`config.mk`:
```
export PLATFORM = sky130hd
export DESIGN_NAME = bsram_sample_capture
export DESIGN_NICKNAME = d
export VERILOG_FILES = /design/src/rtl/bsram_sample_capture.sv
export SDC_FILE = /design/constraint.sdc
export NUM_CORES = 1
export LEC_CHECK = 0
export BUFFER_PORTS_ARGS = -buffer_cell sky130_fd_sc_hd__buf_2
export CORE_UTILIZATION = 34
export CTS_BUF_LIST = sky130_fd_sc_hd__clkbuf_16
export CTS_CLUSTER_DIAMETER = 40
export CTS_CLUSTER_SIZE = 14
export DETAILED_ROUTE_END_ITERATION = 8
export PLACE_DENSITY = 0.66
export SYNTH_ARGS = -nofsm -noshare
export SYNTH_HDL_FRONTEND = slang
export SYNTH_SLANG_ARGS = --single-unit
export TNS_END_PERCENT = 5
```
`constraint.sdc`:
```
create_clock -name CLK -period 2 [get_ports CLK]
set_clock_uncertainty 0.2 [all_clocks]
set_input_delay 0.3 -clock CLK [delete_from_list [all_inputs] [get_ports CLK]]
set_output_delay 0.3 -clock CLK [all_outputs]
set_load 0.01 [all_outputs]
```
`src/rtl/bsram_sample_capture.sv`:
```
// bsram_sample_capture
// Write/readout controller for the 512x36 acquisition sample BSRAM.
// Packs nine 4-bit complex samples (2-bit I, 2-bit Q) per 36-bit word, writes a
// block of NUM_WORDS words from address 0, then serves correlator reads on the
// same single RAM port.
module bsram_sample_capture #(
    parameter int unsigned NUM_WORDS = 512,
    parameter int unsigned ADDR_LSB  = 5
) (
    input  logic        CLK,
    input  logic        RESET,
    input  logic        start,
    input  logic        sample_valid,
    input  logic [1:0]  sample_i,
    input  logic [1:0]  sample_q,
    output logic        busy,
    output logic        done,
    input  logic        rd_req,
    input  logic [8:0]  rd_addr,
    output logic        rd_valid,
    output logic [35:0] rd_data,
    output logic [13:0] AD,
    output logic [35:0] DI,
    output logic        WRE,
    output logic        CE,
    input  logic [35:0] DO
);

    localparam int unsigned AW  = 9;   // word address width
    localparam int unsigned DW  = 36;  // RAM word width
    localparam int unsigned ADW = 14;  // RAM AD port width
    localparam int unsigned SPW = 4;   // bits per complex sample
    localparam int unsigned SPP = 9;   // samples per word
    localparam int unsigned CW  = 4;   // pack counter width
    localparam int unsigned SHW = DW - SPW;

    localparam logic [AW-1:0] LAST_ADDR = AW'(NUM_WORDS - 1);
    localparam logic [CW-1:0] LAST_SLOT = CW'(SPP - 1);

    typedef enum logic [1:0] {
        IDLE    = 2'd0,
        CAPTURE = 2'd1,
        DONE    = 2'd2
    } state_t;

    // Word address to RAM AD: zero-extend, then shift into the RAM's address field.
    function automatic logic [ADW-1:0] word_to_ad(input logic [AW-1:0] a);
        logic [ADW-1:0] ext;
        ext = {{(ADW - AW){1'b0}}, a};
        return ADW'(ext << ADDR_LSB);
    endfunction

    state_t          r_state;
    state_t          w_state_nxt;

    logic [CW-1:0]   r_pack_cnt;
    logic [SHW-1:0]  r_shift;
    logic [AW-1:0]   r_wr_addr;

    logic [ADW-1:0]  r_ad;
    logic [DW-1:0]   r_di;
    logic            r_wre;
    logic            r_ce;
    logic            r_busy;
    logic            r_done;
    logic            r_rd_pend;
    logic            r_rd_valid;

    logic [ADW-1:0]  w_ad_nxt;
    logic [DW-1:0]   w_di_nxt;
    logic            w_wre_nxt;
    logic            w_ce_nxt;

    logic            w_capturing;
    logic            w_start_cap;
    logic            w_accept;
    logic            w_word_full;
    logic            w_last_word;
    logic            w_rd_issue;
    logic [SPW-1:0]  w_nibble;
    logic [DW-1:0]   w_word;

    // Qualify incoming events against the current state.
    always_comb begin
        w_capturing = (r_state == CAPTURE);
        // start while capturing is ignored; otherwise it (re)starts the block
        w_start_cap = start && !w_capturing;
        // samples only count while capturing, never in the cycle that enters CAPTURE
        w_accept    = sample_valid && w_capturing;
        w_word_full = w_accept && (r_pack_cnt == LAST_SLOT);
        w_last_word = w_word_full && (r_wr_addr == LAST_ADDR);
        // reads only outside capture, and a simultaneous start drops them
        w_rd_issue  = rd_req && !w_capturing && !start;
        w_nibble    = {sample_i, sample_q};
        // newest sample lands in the top nibble, so sample 0 ends up in DI[3:0]
        w_word      = {w_nibble, r_shift};
    end

    // State register.
    always_ff @(posedge CLK or negedge RESET) begin
        if (!RESET) begin
            r_state <= IDLE;
        end else begin
            r_state <= w_state_nxt;
        end
    end

    // Next-state logic.
    always_comb begin
        w_state_nxt = r_state;
        case (r_state)
            IDLE: begin
                if (start) begin
                    w_state_nxt = CAPTURE;
                end
            end
            CAPTURE: begin
                if (w_last_word) begin
                    w_state_nxt = DONE;
                end
            end
            DONE: begin
                if (start) begin
                    w_state_nxt = CAPTURE;
                end
            end
            default: begin
                w_state_nxt = IDLE;
            end
        endcase
    end

    // RAM port arbitration: a completed word write or a read; otherwise idle, AD/DI held.
    always_comb begin
        w_wre_nxt = 1'b0;
        w_ce_nxt  = 1'b0;
        w_ad_nxt  = r_ad;
        w_di_nxt  = r_di;
        if (w_word_full) begin
            w_wre_nxt = 1'b1;
            w_ce_nxt  = 1'b1;
            w_ad_nxt  = word_to_ad(r_wr_addr);
            w_di_nxt  = w_word;
        end else if (w_rd_issue) begin
            w_ce_nxt  = 1'b1;
            w_ad_nxt  = word_to_ad(rd_addr);
        end
    end

    // Sample packing and write address; a start clears any partial word.
    always_ff @(posedge CLK or negedge RESET) begin
        if (!RESET) begin
            r_pack_cnt <= '0;
            r_shift    <= '0;
            r_wr_addr  <= '0;
        end else if (w_start_cap) begin
            r_pack_cnt <= '0;
            r_shift    <= '0;
            r_wr_addr  <= '0;
        end else if (w_accept) begin
            r_shift <= w_word[DW-1:SPW];
            if (w_word_full) begin
                r_pack_cnt <= '0;
                // hold on the last word so the address never wraps inside a block
                if (!w_last_word) begin
                    r_wr_addr <= r_wr_addr + AW'(1);
                end
            end else begin
                r_pack_cnt <= r_pack_cnt + CW'(1);
            end
        end
    end

    // Registered RAM port and status outputs.
    always_ff @(posedge CLK or negedge RESET) begin
        if (!RESET) begin
            r_ad   <= '0;
            r_di   <= '0;
            r_wre  <= 1'b0;
            r_ce   <= 1'b0;
            r_busy <= 1'b0;
            r_done <= 1'b0;
        end else begin
            r_ad   <= w_ad_nxt;
            r_di   <= w_di_nxt;
            r_wre  <= w_wre_nxt;
            r_ce   <= w_ce_nxt;
            r_busy <= (w_state_nxt == CAPTURE);
            r_done <= (w_state_nxt == DONE);
        end
    end

    // Read valid pipeline: address cycle, then RAM output register cycle.
    always_ff @(posedge CLK or negedge RESET) begin
        if (!RESET) begin
            r_rd_pend  <= 1'b0;
            r_rd_valid <= 1'b0;
        end else begin
            r_rd_pend  <= w_rd_issue;
            r_rd_valid <= r_rd_pend;
        end
    end

    assign AD       = r_ad;
    assign DI       = r_di;
    assign WRE      = r_wre;
    assign CE       = r_ce;
    assign busy     = r_busy;
    assign done     = r_done;
    assign rd_valid = r_rd_valid;
    // RAM output is already registered inside the BSRAM
    assign rd_data  = DO;

endmodule

```
After elaboration in Yosys (flattened, before gate mapping):

Cells that the tools add are included.

* input port bits: 54
* bits in registers: 103
* logic and storage cells: 52
* output and inout bits: 91

* add/sub/neg operators: 2
* reduce and logical (&&, ||, !) cells: 14
* mux-type cells: 17
* equality and inequality tests: 7

Operators with widths (count)
* $mux W32: 2
* $mux W9: 4
* $mux W14: 2
* $mux W4: 3
* $add A9 B1 Y9 const B: 1
* $eq A9 B9 Y1 const B: 1
* $logic_and A1 B1 Y1: 6
* $reduce_bool A2 Y1: 3
* $add A4 B1 Y4 const B: 1
* $eq A2 B1 Y1 const B: 2
* $eq A2 B2 Y1 const B: 2
* $eq A4 B4 Y1 const B: 1
* $mux W2: 2
* $pmux W2 S2: 1
* $mux W1: 3
* $reduce_and A3 Y1: 1
* $logic_not A1 Y1: 2
* $logic_not A2 Y1: 1
* $ne A2 B2 Y1 const B: 1
* $reduce_or A2 Y1: 1

Logic depth before layout (Yosys ltp):

* depth after elaboration: 8
* mapped depth: 7
* mapped depth without buffers: 7

Worst setup path before layout:

Ideal clock, no wire load.

* path kind: register to register
* from: reg r_wr_addr[0]
* to: reg r_wr_addr[4]
* arrival time: 1.822 ns
* setup slack: -0.099 ns
* period minus slack after synthesis: 2.099 ns
* required time: 1.722 ns
* cell stages (with the launch flop): 8
* path through: dfrtp_1 > ha_1 > nand3_1 > nor2_1 > ha_1 > nand4bb_1 > or4_1 > a21oi_1

* word-level cells in the longest chain between the ends: 5
* elaborated cells between the ends (all ways): 9
* those cells by class: add/sub (1); eq/ne (2); mux (4); reduce/logical (2)

RTL lines
* start, declared: line 58 `logic [AW-1:0] r_wr_addr;`
* start signal, assigned: line 166 `r_wr_addr <= r_wr_addr + AW'(1);`
* $add A9 B1 Y9: line 166
* $mux W9: line 165 `if (!w_last_word) begin`
* $mux W9: line 162 `if (w_word_full) begin`
* $mux W9: line 160 `end else if (w_accept) begin`
* $mux W9: line 156 `end else if (w_start_cap) begin`

Parallel ways exist; a longest one is shown, timed or not. The select of a mux whose other input is x is not followed.
A chain may end at the register's enable or synchronous reset.

Worst setup path in the final report:

* from: reg r_wr_addr[1]
* to: reg r_wr_addr[4]

Same word-level chain as after synthesis.

==> results <==
- Measured along the x axis, the die boundary spans 114 um.
- The number of I/O port buffers is 67.
- Net switching is ~30% of the power.
- Across all setup checks in the final design, the least slack found is -13.6 ps.
- Cell internal power was estimated by the tool at approximately 4.4 mW.
- Dividing the synthesized area by the synthesized cell count gives 13.3 sq um.
- The cell leakage power is 2.54 nW.
- The routed via count is roughly 2700.
- The final reports fail on negative setup slack.
- After synthesis, the largest family of logic cells by area is compound AO/OA/AOI/OAI gates.
- In this run the count of I/O pins placed on the die edge is 145.
- In this run the most critical hold path is launched from rd_addr[1].
- The run finished, with violations left.
- The post-synthesis compound-gate area fraction is 12.9%.
- The tree is rooted in a sky130_fd_sc_hd__clkbuf_16.
- The synthesized netlist occupies a cell area of 4280 sq um.
- After synthesis, the share of flip-flops with an asynchronous set or reset is 100%.
- Counting flops and latches in the post-synthesis netlist gives 98.
- Of the total synthesized cell area, the portion taken by full adders, half adders and majority gates is 1.17%.
- In this run the critical register-to-register path is launched from r_wr_addr[1].
- The class of the worst hold path is primary input to flip-flop.
- The endpoint kind of the worst setup timing path is a flip-flop.
- The slew at the pin with the worst max-slew slack is between 500 and 600 ps.
- The initial core utilization is 35.2%.
- For this run, the total global-route usage over all layers was measured as about 15%.
- The post-synthesis cell type with the largest combined area is sky130_fd_sc_hd__dfrtp_1.
- The gate count after technology mapping is around 320.
- The post-route worst hold slack is 91.4 ps.
- The number of buffers added by the clock tree synthesis step is 9.
- The worst hold path terminates at AD[6].
- The congestion estimate from routability-driven global placement came to 0.816.
- The critical path starts at r_wr_addr[1].
- The number of vias per cell is slightly below 5.
- The average wire length per cell after detail routing is 16.2 um.
- The post-synthesis share of cell area spent on and, or, nand and nor gates is 6.52%.
- Combinational logic is responsible for 26.1% of the overall power.
- In this run, synthesis inferred 0 flip-flops with an integrated enable.
- Dividing total power by cell area gives a power density of 1240 nW/um^2.
- The number of optimization iterations in the first detailed-route pass is 4.
- The die height is 114 um.
- The worst-case clock buffer depth is 2.
- The clock net sink count is 98.
- The sequential fraction of design power is 45.7%.
- The repair_antennas step left the layout with diodes totalling 0.
- At the placement stage, the worst setup path has a slack of -12.2 ps.
- Multiplexer cells account for a little under an eighth of the synthesized area.
- The hold violation count in the final report is 0.
- The total setup violations reported at the end of the flow is 1.
- The initialized floorplan defines 40 standard-cell rows.
- The final instance area is 5030 sq um.
- By count the netlist is led by sky130_fd_sc_hd__dfrtp_1, sky130_fd_sc_hd__buf_4, sky130_fd_sc_hd__a22o_1.
- The die covers between 10000 and 15000 sq um.
- Summing all placed instances gives a cell area of roughly 4600 sq um.
- Setup repair after global routing could not meet its margin everywhere.
- The core region area is 12200 sq um.
- The clock latency of the later-clocked register in the worst-skew pair is 340 ps.
- The endpoint identified for the worst register-to-register timing path is r_wr_addr[4].
- The total detailed-routing wirelength is approximately 9 mm.
- The number of global-route vias before repair is 2917.
- Counting cells, the worst reg-to-reg path comes to 7.
- For the worst setup path, the data required time is 2070 ps.
- The final number of max-transition violations was 0.
- The wire length of the first global-routing pass is roughly 15 mm.
- After detailed routing, the number of remaining DRC violations is 0.
- Across the VDD grid, the largest voltage drop is 557 uV.
- Ranked by total cell area, the synthesized netlist is headed by sky130_fd_sc_hd__dfrtp_1, sky130_fd_sc_hd__buf_4, sky130_fd_sc_hd__a22o_1.
- The arrival time reported for the critical path endpoint is 2090 ps.
- The number of levels the H-tree was split into is 3.
- The most instantiated library cell after synthesis is sky130_fd_sc_hd__dfrtp_1.
- Summed over all nets, the switching power comes to 1.85 mW.
- The initial antenna violation count was 0.
- After clock tree synthesis, the clock-pin slew on the worst setup and hold paths is 70 ps.
- The highest clock rate is 0.497 GHz.
- Yosys printed 0 warnings.
- The type of origin of the critical path is a flip-flop.
- The largest fanout on the critical path is 6.
- The total power consumption of the routed design is between 6 and 7 mW.
- The most used flip-flop cell after synthesis is sky130_fd_sc_hd__dfrtp_1.
- After layout, the minimum clock period comes to between 2000 and 2500 ps.
- Dividing the final minimum period by the clock period gives 101%.
- Max-cap violations in this run came to 0.
- The synthesized netlist devotes less than 1% of its cell area to XOR and XNOR gates.
- The instance count along the most critical hold path is 3.
- The non-filler instance count after layout is around 540.
- The synthesized netlist contains between 40 and 50 unique library cells.
- Once placement completed, the tool counted placed cells totaling 521.
- The internal reg-to-reg setup slack is -10 ps.
- The critical path is of the flip-flop to flip-flop type.
- The HPWL after detailed placement is ~5.7 mm.
- The largest net degree at the start of global routing is 99.
- The relative contribution of the clock network to total power is 28.2%.
- The post-detailed-route count of antenna-violating nets is 0.
- In this run the tightest slew margin relative to its limit is 65.0%.
- The net total in the final layout is 428.
- The sequential fraction of the synthesis area is a little under three fifths.
- The TritonCTS clock tree is built.
- The overall overflow remaining after global route is 0.
- The fraction of synthesized cell area taken by the top area cell type is 57.3%.
- The fraction of final layout cells with drive strength greater than 1 is 38.4%.
- The count of routing violations after the opening detailed-route iteration is 171.
- The relative area change from synthesis to final layout is 17.4%.
-- metal layers --
metal	wire length, um	part of all wire (%)	GRT usage (%)
met5	0	0	0
met4	166	1.9	6.49
met3	448	5.1	3.76
met2	4010	46	22.3
met1	4160	47	19.4
-- timing repair --
action                     CTS  global route
hold buffers                 5             0
pin swaps                    2             3
setup buffers                1             0
setup endpoints to repair    1            35
gates resized for setup      0             9
hold endpoints to repair   105             0
-- worst max-delay path, cell delays in order, from the launching register on --
cell                        delay (ps)
sky130_fd_sc_hd__dfrtp_1           380
sky130_fd_sc_hd__ha_2              210
sky130_fd_sc_hd__nand3_2            60
sky130_fd_sc_hd__nor2_1             40
sky130_fd_sc_hd__ha_2              200
sky130_fd_sc_hd__nand4bb_1         230
sky130_fd_sc_hd__or4_4             510
sky130_fd_sc_hd__a21oi_2           120
-- area by class of cell --
class	instances	area, sq um
clock inverters	7	75.1
inverters	7	26.3
flip-flops and latches	98	2450
multi-input cells	164	1460
clock buffers	9	225
fillers	1135	7130
repair buffers	90	577
well taps	168	210
-- flip-flops by register name (all words and copies together), names as in the netlist --
register,flops
r_state,2
done,1
rd_valid,1
CE,1
DI,36
busy,1
r_shift,32
r_rd_pend,1
WRE,1
r_wr_addr,9
r_pack_cnt,4
AD,9
-- power groups by stage --
stage / sequential (mW) / clock (mW) / combinational, mW
floorplan: 3.02 / 0 / 0.820
global placement: 2.86 / 0 / 1.57
detailed placement: 2.87 / 0 / 1.62
CTS: 2.85 / 1.81 / 1.64
global route: 2.91 / 1.89 / 1.78
finish: 2.84 / 1.75 / 1.62
-- layout by cell type (no fill, tap or decap), drive strengths merged, types with 2 or more instances in the layout --
| cell type | instances |
|---|---|
| nor4 | 2 |
| nor2 | 3 |
| nand2b | 3 |
| conb | 5 |
| dfrtp | 98 |
| nor2b | 2 |
| clkbuf | 9 |
| or3 | 7 |
| a22o | 32 |
| ha | 4 |
| o21ai | 10 |
| o221a | 6 |
| o31ai | 2 |
| and3 | 3 |
| inv | 11 |
| nor3 | 4 |
| a21oi | 7 |
| nand3 | 2 |
| nand4b | 5 |
| buf | 85 |
| a221o | 3 |
| a21o | 3 |
| dlygate4sd3 | 5 |
| nand2 | 4 |
| and3b | 2 |
| mux2 | 36 |
| mux2i | 6 |
| nand3b | 2 |
| or4 | 3 |
-- metrics by stage --
stage	util, %	TNS, ps
2_1_floorplan	-	0
3_3_place_gp	38.1	0
3_5_place_dp	38.1	-12.2
4_1_cts	41.0	0
5_1_grt	41.3	-209
6_report	41.3	-13.6
-- cells by family (layout without fill, tap and decap cells) --
family | count (synthesis) | count (layout)
flops | 98 | 98
compound gates | 67 | 67
buf+inv | 63 | 113
simple gates | 44 | 44
mux | 42 | 42
fa+ha+maj | 4 | 4
xor+xnor | 2 | 2
other cells | 1 | 5
-- worst max path at each step --
stage | cells past startpoint | slack, ps | endpoint
after floorplan | 7 | 0.5 | r_wr_addr[4]
after global placement | 7 | 50 | r_wr_addr[4]
after detailed placement | 7 | -10 | r_wr_addr[4]
after CTS | 7 | 20 | r_wr_addr[4]
after global routing | 6 | -100 | r_wr_addr[4]
final | 7 | -10 | r_wr_addr[4]
Power figures use the tool's default switching activity.
